<file path="src/rtl/d_reg_pipe.sv">
// d_reg_pipe: WIDTH-bit, DEPTH-stage registered delay line with stall, flush,
// per-stage valid and occupancy count. Define D_REG_PIPE_PARITY_EN for parity.
module d_reg_pipe #(
  parameter int WIDTH = 8,
  parameter int DEPTH = 4,
  parameter int OCCW  = $clog2(DEPTH + 1)
) (
  input  logic             C,
  input  logic             R,
  input  logic             CE,
  input  logic             FLUSH,
  input  logic [WIDTH-1:0] D,
  input  logic             DV,
`ifdef D_REG_PIPE_PARITY_EN
  input  logic             DP,
  output logic             PERR,
`endif
  output logic [WIDTH-1:0] Q,
  output logic [WIDTH-1:0] notQ,
  output logic             QV,
  output logic [OCCW-1:0]  OCC
);

  logic [WIDTH-1:0] dataQ [DEPTH];
  logic [WIDTH-1:0] dataD [DEPTH];
  logic [DEPTH-1:0] validQ, validD;
  logic [OCCW-1:0]  occQ;
`ifdef D_REG_PIPE_PARITY_EN
  logic [DEPTH-1:0] parQ, parD;
  logic             perrQ;
`endif

  // Flush only drops valid bits; data and parity keep their contents.
  always_comb begin
    dataD  = dataQ;
    validD = validQ;
`ifdef D_REG_PIPE_PARITY_EN
    parD   = parQ;
`endif
    if (FLUSH) begin
      validD = '0;
    end else if (CE) begin
      dataD[0]  = D;
      validD[0] = DV;
`ifdef D_REG_PIPE_PARITY_EN
      parD[0]   = DP;
`endif
      for (int i = 1; i < DEPTH; i++) begin
        dataD[i]  = dataQ[i-1];
        validD[i] = validQ[i-1];
`ifdef D_REG_PIPE_PARITY_EN
        parD[i]   = parQ[i-1];
`endif
      end
    end
  end

  // Occupancy and parity error derive from next-state so they track the stages exactly.
  always_ff @(posedge C) begin
    if (R) begin
      for (int i = 0; i < DEPTH; i++) begin
        dataQ[i] <= '0;
      end
      validQ <= '0;
      occQ   <= '0;
`ifdef D_REG_PIPE_PARITY_EN
      parQ   <= '0;
      perrQ  <= 1'b0;
`endif
    end else begin
      dataQ  <= dataD;
      validQ <= validD;
      occQ   <= OCCW'($countones(validD));
`ifdef D_REG_PIPE_PARITY_EN
      parQ   <= parD;
      perrQ  <= validD[DEPTH-1] & ((^dataD[DEPTH-1]) ^ parD[DEPTH-1]);
`endif
    end
  end

  assign Q    = dataQ[DEPTH-1];
  assign notQ = ~dataQ[DEPTH-1];
  assign QV   = validQ[DEPTH-1];
  assign OCC  = occQ;
`ifdef D_REG_PIPE_PARITY_EN
  assign PERR = perrQ;
`endif

endmodule

</file>
<file path="config.mk">
export PLATFORM = sky130hd
export DESIGN_NAME = d_reg_pipe
export DESIGN_NICKNAME = d
export VERILOG_FILES = /design/src/rtl/d_reg_pipe.sv
export SDC_FILE = /design/constraint.sdc
export NUM_CORES = 1
export LEC_CHECK = 0
export ABC_AREA = 1
export CAP_MARGIN = 20
export CORE_MARGIN = 2
export CORE_UTILIZATION = 30
export DETAILED_ROUTE_END_ITERATION = 8
export HOLD_SLACK_MARGIN = 0.15
export PLACE_DENSITY = 0.59
export SYNTH_ARGS = -nofsm -noshare
export SYNTH_HDL_FRONTEND = slang
export SYNTH_SLANG_ARGS = --single-unit
</file>
<file path="constraint.sdc">
create_clock -name C -period 4.58 [get_ports C]
set_clock_uncertainty 0.05 [all_clocks]
set_input_delay 0.687 -clock C [delete_from_list [all_inputs] [get_ports C]]
set_output_delay 0.687 -clock C [all_outputs]
set_load 0.01 [all_outputs]
</file>
# ---- Word-level counts from Yosys, hierarchy flattened
# Index checks and enable logic that the tools add are counted.
dict set report word_totals {
  in_bits 13
  register_bits 39
  elab_cells 14
}
dict set report classes {
  bitwise 2
  muxes 2
  reduce_logical 1
  addsub 3
}
# op count
set ops {}
lappend ops {{2-to-1 mux 4 bit} 2}
lappend ops {{inverter 8 bit} 1}
lappend ops {{adder 1 x 1 -> 2 bit} 2}
lappend ops {{adder 2 x 2 -> 3 bit} 1}
lappend ops {{AND reduction 2 bit} 1}
lappend ops {{inverter 1 bit} 1}

# ---- Logic depth before layout (Yosys ltp)
dict set report depth {
  ltp_word 4
  mapped_depth 10
  ltp_nobuf 9
}

# ---- Worst setup path before layout
# OpenSTA, ideal clock, no wires.
dict set report synth_path {
  path_type {input -> register}
  start {input port CE}
  end {register occQ[1] (netlist: OCC[1])}
  t_required_ns 4.415
  setup_ns 0.115
  t_arrival_ns 2.086
  path_stages 10
  setup_slack_ns 2.328
  path_cell_list {buf_4 > inv_2 > nand2_1 > nand3_1 > inv_1 > fa_1 > ha_1 > ha_1 > inv_1 > nor2_1}
}
dict set report synth_between {
  elab_chain_cells 4
}
# item line
set synth_rtl {}
lappend synth_rtl {{start, declared} 10} ;# input logic CE,
lappend synth_rtl {{2-to-1 mux 4 bit} 42} ;# end else if (CE) begin
lappend synth_rtl {{2-to-1 mux 4 bit} 40} ;# if (FLUSH) begin
lappend synth_rtl {{net validD[0]} 26} ;# logic [DEPTH-1:0] validQ, validD;
lappend synth_rtl {{adder 1 x 1 -> 2 bit (not written as such)} 73} ;# occQ <= OCCW'($countones(validD));
lappend synth_rtl {{adder 2 x 2 -> 3 bit (not written as such)} 73}
lappend synth_rtl {{end signal, assigned} 73}
lappend synth_rtl {{end, declared} 27} ;# logic [OCCW-1:0] occQ;
# The timed path passes the listed nets, and every way through them passes these cells.
# A chain may end at the register's enable or synchronous reset.

# ---- Worst setup path after layout
dict set report layout_path {
  start {input port FLUSH}
  end {register occQ[1] (netlist: OCC[1])}
}
dict set report layout_between {
  elab_chain_cells 3
}
# item line
set layout_rtl {}
lappend layout_rtl {{start, declared} 11} ;# input logic FLUSH,
lappend layout_rtl {{2-to-1 mux 4 bit} 40}
lappend layout_rtl {{net validD[1]} 26}
lappend layout_rtl {{adder 1 x 1 -> 2 bit (not written as such)} 73}
lappend layout_rtl {{adder 2 x 2 -> 3 bit (not written as such)} 73}
# The timed path passes the listed nets, and every way through them passes these cells.

==> results by stage <==
Placement:
- The number of placed instances, taps included, is 353.
- The count of buffers added on input and output ports is 32.
- Routability-driven placement finished with a final weighted congestion of approximately 0.68.
- The estimated wirelength of the detail-placed design is between 1500 and 2000 um.

Finish:
- The share of post-route cells with drive strength above 1 is 0.0350.
- The final cell count without fillers is ~360.
- The final net count is between 300 and 400.
- The layout has roughly 670 filler cells.
- The antenna diode instance count is 0.
- The area growth from synthesis to layout is 20.4%.

Clock network:
- The H-tree was split into 2 levels.
- Counting along the longest clock path gives a buffer depth of 2.
- The post-CTS setup repair buffer count is 0.
- The worst-skew pair later-pin latency is ~0.29 ns.
- After clock tree synthesis, the repair step resized 0 gates.
- Buffers inserted to repair hold after CTS numbered 0.
- For this design, the sink count on the clock tree is 39.
- The library cell used as clock root buffer is clkbuf_8.
- The number of buffers inserted during clock tree synthesis is 5.
- TritonCTS built the clock tree.
- The clock input transition at the sequential cells of the worst setup and hold paths is approximately 0.07 ns.

Logic synthesis:
- The warning count from the yosys run is 0.
- The sequential element share of the synthesized area is 0.439.
- The most common cell in the synthesized netlist is nor2_1.
- The distinct cell type count of the synthesized netlist is 11.
- Dividing the synthesized area by the synthesized cell count gives ~6.7 um^2.
- In this run, synthesis inferred 0 flip-flops with an integrated enable.
- The number of storage elements in the synthesis netlist is 39.
- The total standard cell area after synthesis is 1780 um^2.
- Sorting the synthesized cells by how often they occur yields nor2_1 (71), inv_1 (53), nand2_1 (40).
- The largest total area in the synthesized netlist belongs to dfxtp_1.
- The portion of synthesized cell area occupied by the leading cell type is 0.439.
- Among all flip-flop cells after synthesis, the most frequent one is dfxtp_1.
- After synthesis, the share of flip-flops with an asynchronous set or reset is 0.
- Ranked by total cell area, the synthesized netlist is headed by dfxtp_1 (44%), nor2_1 (15%), inv_1 (11%).
- The net count of the mapped netlist is 283.
- The number of instances in the synthesized netlist is around 270.

Power and ir drop:
- The cell leakage power is between 0.9 and 1 nW.
- Of the total power, the clock network draws 0.316.
- The net load switching power is about 0.18 mW.
- The total power divided by cell area is around 330 nW/um^2.
- The combinational share of power is 0.155.
- The switching part of the total is 0.258.
- The worst-case IR drop observed on VDD is 156 uV.
- The power consumption is around 0.70 mW.
- The cell-internal power is 0.518 mW.
- The share of total power dissipated in sequential elements is 0.529.

STA:
- The post-route clock period utilization is 0.603.
- The slew of the pin with the lowest slew margin is 0.956 ns.
- After layout, the minimum clock period comes to roughly 2.8 ns.
- For this run, the top clock speed supported by timing is roughly 360 MHz.
- Adding up every negative setup slack in the final design gives 0 ns.
- The final hold violation count is 0.
- The number of pins exceeding their max-slew limit in the final report came to 0.
- Measured against its own limit, the worst slew margin works out to 0.362.
- Setup repair after global routing left no endpoint under its margin.
- Setup violations remaining at the end of the flow were counted as 0.

Global routing:
- Entering global routing, the biggest net connects 38 pins.
- The number of global-route vias before repair is 1,356.
- The leftover overflow at the end of global routing is 0.
- The first-pass GRT wire length is roughly 5700 um.
- The number of antenna violations at the first check in global routing is 0.
- The global-route total usage across every layer is 0.109.

Worst setup path:
- The slack of the worst reg-to-reg path is 2.83 ns.
- For the worst flop-to-flop path, the logic depth is 9.
- The critical path data required time is about 4.7 ns.
- The worst register-to-register path ends at OCC[1]$_SDFF_PP0_.
- The critical path capture point type is a register.
- The maximum fanout along the worst path is 36.
- The arrival time of data at the critical path endpoint is just under 3 ns.
- The critical register-to-register path startpoint is validQ[0]$_SDFF_PP0_.
- STA classifies the critical path startpoint as a primary input.
- The critical path is of the primary input to register type.

Routing:
- In the routed design, unresolved DRC markers number 0.
- Dividing the detail-routed wire length by the instance count gives between 8 and 9 um.
- After detailed routing, the total wire length is between 3000 and 4000 um.
- For this block, the via count after detailed routing is between 1,000 and 1,500.
- The first routing iteration left 77 violations.
- For this run, the detailed router's first-pass iteration total came to 4.
- The detail route stage leaves a number of antenna-violating nets equal to 0.
- Dividing the detail-routed via count by the number of cells gives roughly 4.

Die:
- The floorplan step set the die width to 81.0 um.
- Pin placement for this block handled 33 I/O pins.
- The area of the placeable core is roughly 5800 um^2.
- The overall die area is between 6000 and 7000 um^2.
- The height of the die is slightly above 80 um.
- The starting density of the core is 0.306.
- The floorplan has 28 rows.

Min path:
- Counting instances, the worst hold path has a depth of 2.
- The worst hold path startpoint is dataQ[13]$_SDFFE_PP0P_.
- In this run the worst hold path is classified as register to register.
- The path with the worst hold slack has its endpoint at dataQ[13]$_SDFFE_PP0P_.

Run status:
- The flow ran to the end, and the final reports show no timing, DRC or antenna violations.

Flow run:
- Max-cap violations in this run came to 0.
## per-stage QoR
stage	hold slack (ns)	cell area [um^2]	setup WS [ns]	utilization
3_5_place_dp	0.423	2060	1.48	0.355
4_1_cts	0.437	2140	1.80	0.369
5_1_grt	0.450	2140	1.65	0.369
3_3_place_gp	0.413	2060	1.56	0.355
2_1_floorplan	0.405	1780	2.33	-
6_report	0.433	2140	1.82	0.369
## layout make-up
class | count | area (um^2) | share of cell area
clock buffers | 7 | 76.3 | 0.0356
multi-input cells | 151 | 653 | 0.305
inverters | 55 | 206 | 0.0963
repair buffers | 33 | 328 | 0.153
clock inverters | 1 | 5.00 | 0.00234
flip-flops and latches | 39 | 781 | 0.364
well taps | 75 | 93.8 | 0.0438
## state kept, by name, summed over array words and instances, names as in the netlist
register and flops:
OCC 3, Q 8, dataQ 24, validQ 4
## worst max-delay path by stage
stage / startpoint / endpoint / slack, ns / cells past startpoint
finish: FLUSH / OCC[1]$_SDFF_PP0_ / 1.82 / 9
global route: FLUSH / OCC[1]$_SDFF_PP0_ / 1.65 / 9
CTS: FLUSH / OCC[1]$_SDFF_PP0_ / 1.80 / 9
detailed placement: FLUSH / OCC[1]$_SDFF_PP0_ / 1.48 / 9
global placement: FLUSH / OCC[1]$_SDFF_PP0_ / 1.56 / 9
floorplan: CE / OCC[1]$_SDFF_PP0_ / 2.33 / 10
## power by group through the flow
stage | clock, mW | combinational [mW] | sequential (mW)
after detailed placement | 0 | 0.110 | 0.378
after CTS | 0.230 | 0.110 | 0.370
after floorplan | 0 | 0.0774 | 0.376
after global placement | 0 | 0.109 | 0.377
after global routing | 0.243 | 0.127 | 0.372
final | 0.220 | 0.108 | 0.369
## metal layers
layer	track usage	vias up	part of all wire
met1	0.126	625	0.50
met4	0.0458	0	0.012
met5	0	-	0
met3	0.0300	4	0.045
met2	0.190	32	0.44
li1	-	803	-
## cell usage in the layout (no fill, tap or decap)
cell and instances:
ha_1 2, fa_1 1, clkbuf_8 5, nor2_1 71, nor2_4 1, nand3_1 36, buf_4 1, nand2_1 40
dfxtp_1 39, clkdlybuf4s50_1 32, inv_2 2, clkbuf_1 2, clkinv_2 1, inv_1 53
## cell families (layout without fill, tap and decap cells)
| logic type | Yosys count | in the layout | share of synthesized area |
|---|---|---|---|
| and+or+nand+nor | 148 | 148 | 0.342 |
| buffers and inverters | 77 | 96 | 0.195 |
| DFF | 39 | 39 | 0.439 |
| adders and majority gates | 3 | 3 | 0.0253 |
## critical path, stage by stage
cell and delay [ns]:
clkdlybuf4s50_1 0.48, inv_2 0.47, nand3_1 0.19, inv_1 0.11
fa_1 0.42, ha_1 0.19, ha_1 0.26, inv_1 0.05
nor2_1 0.03
No activity file was read; power rests on OpenSTA's default activity.
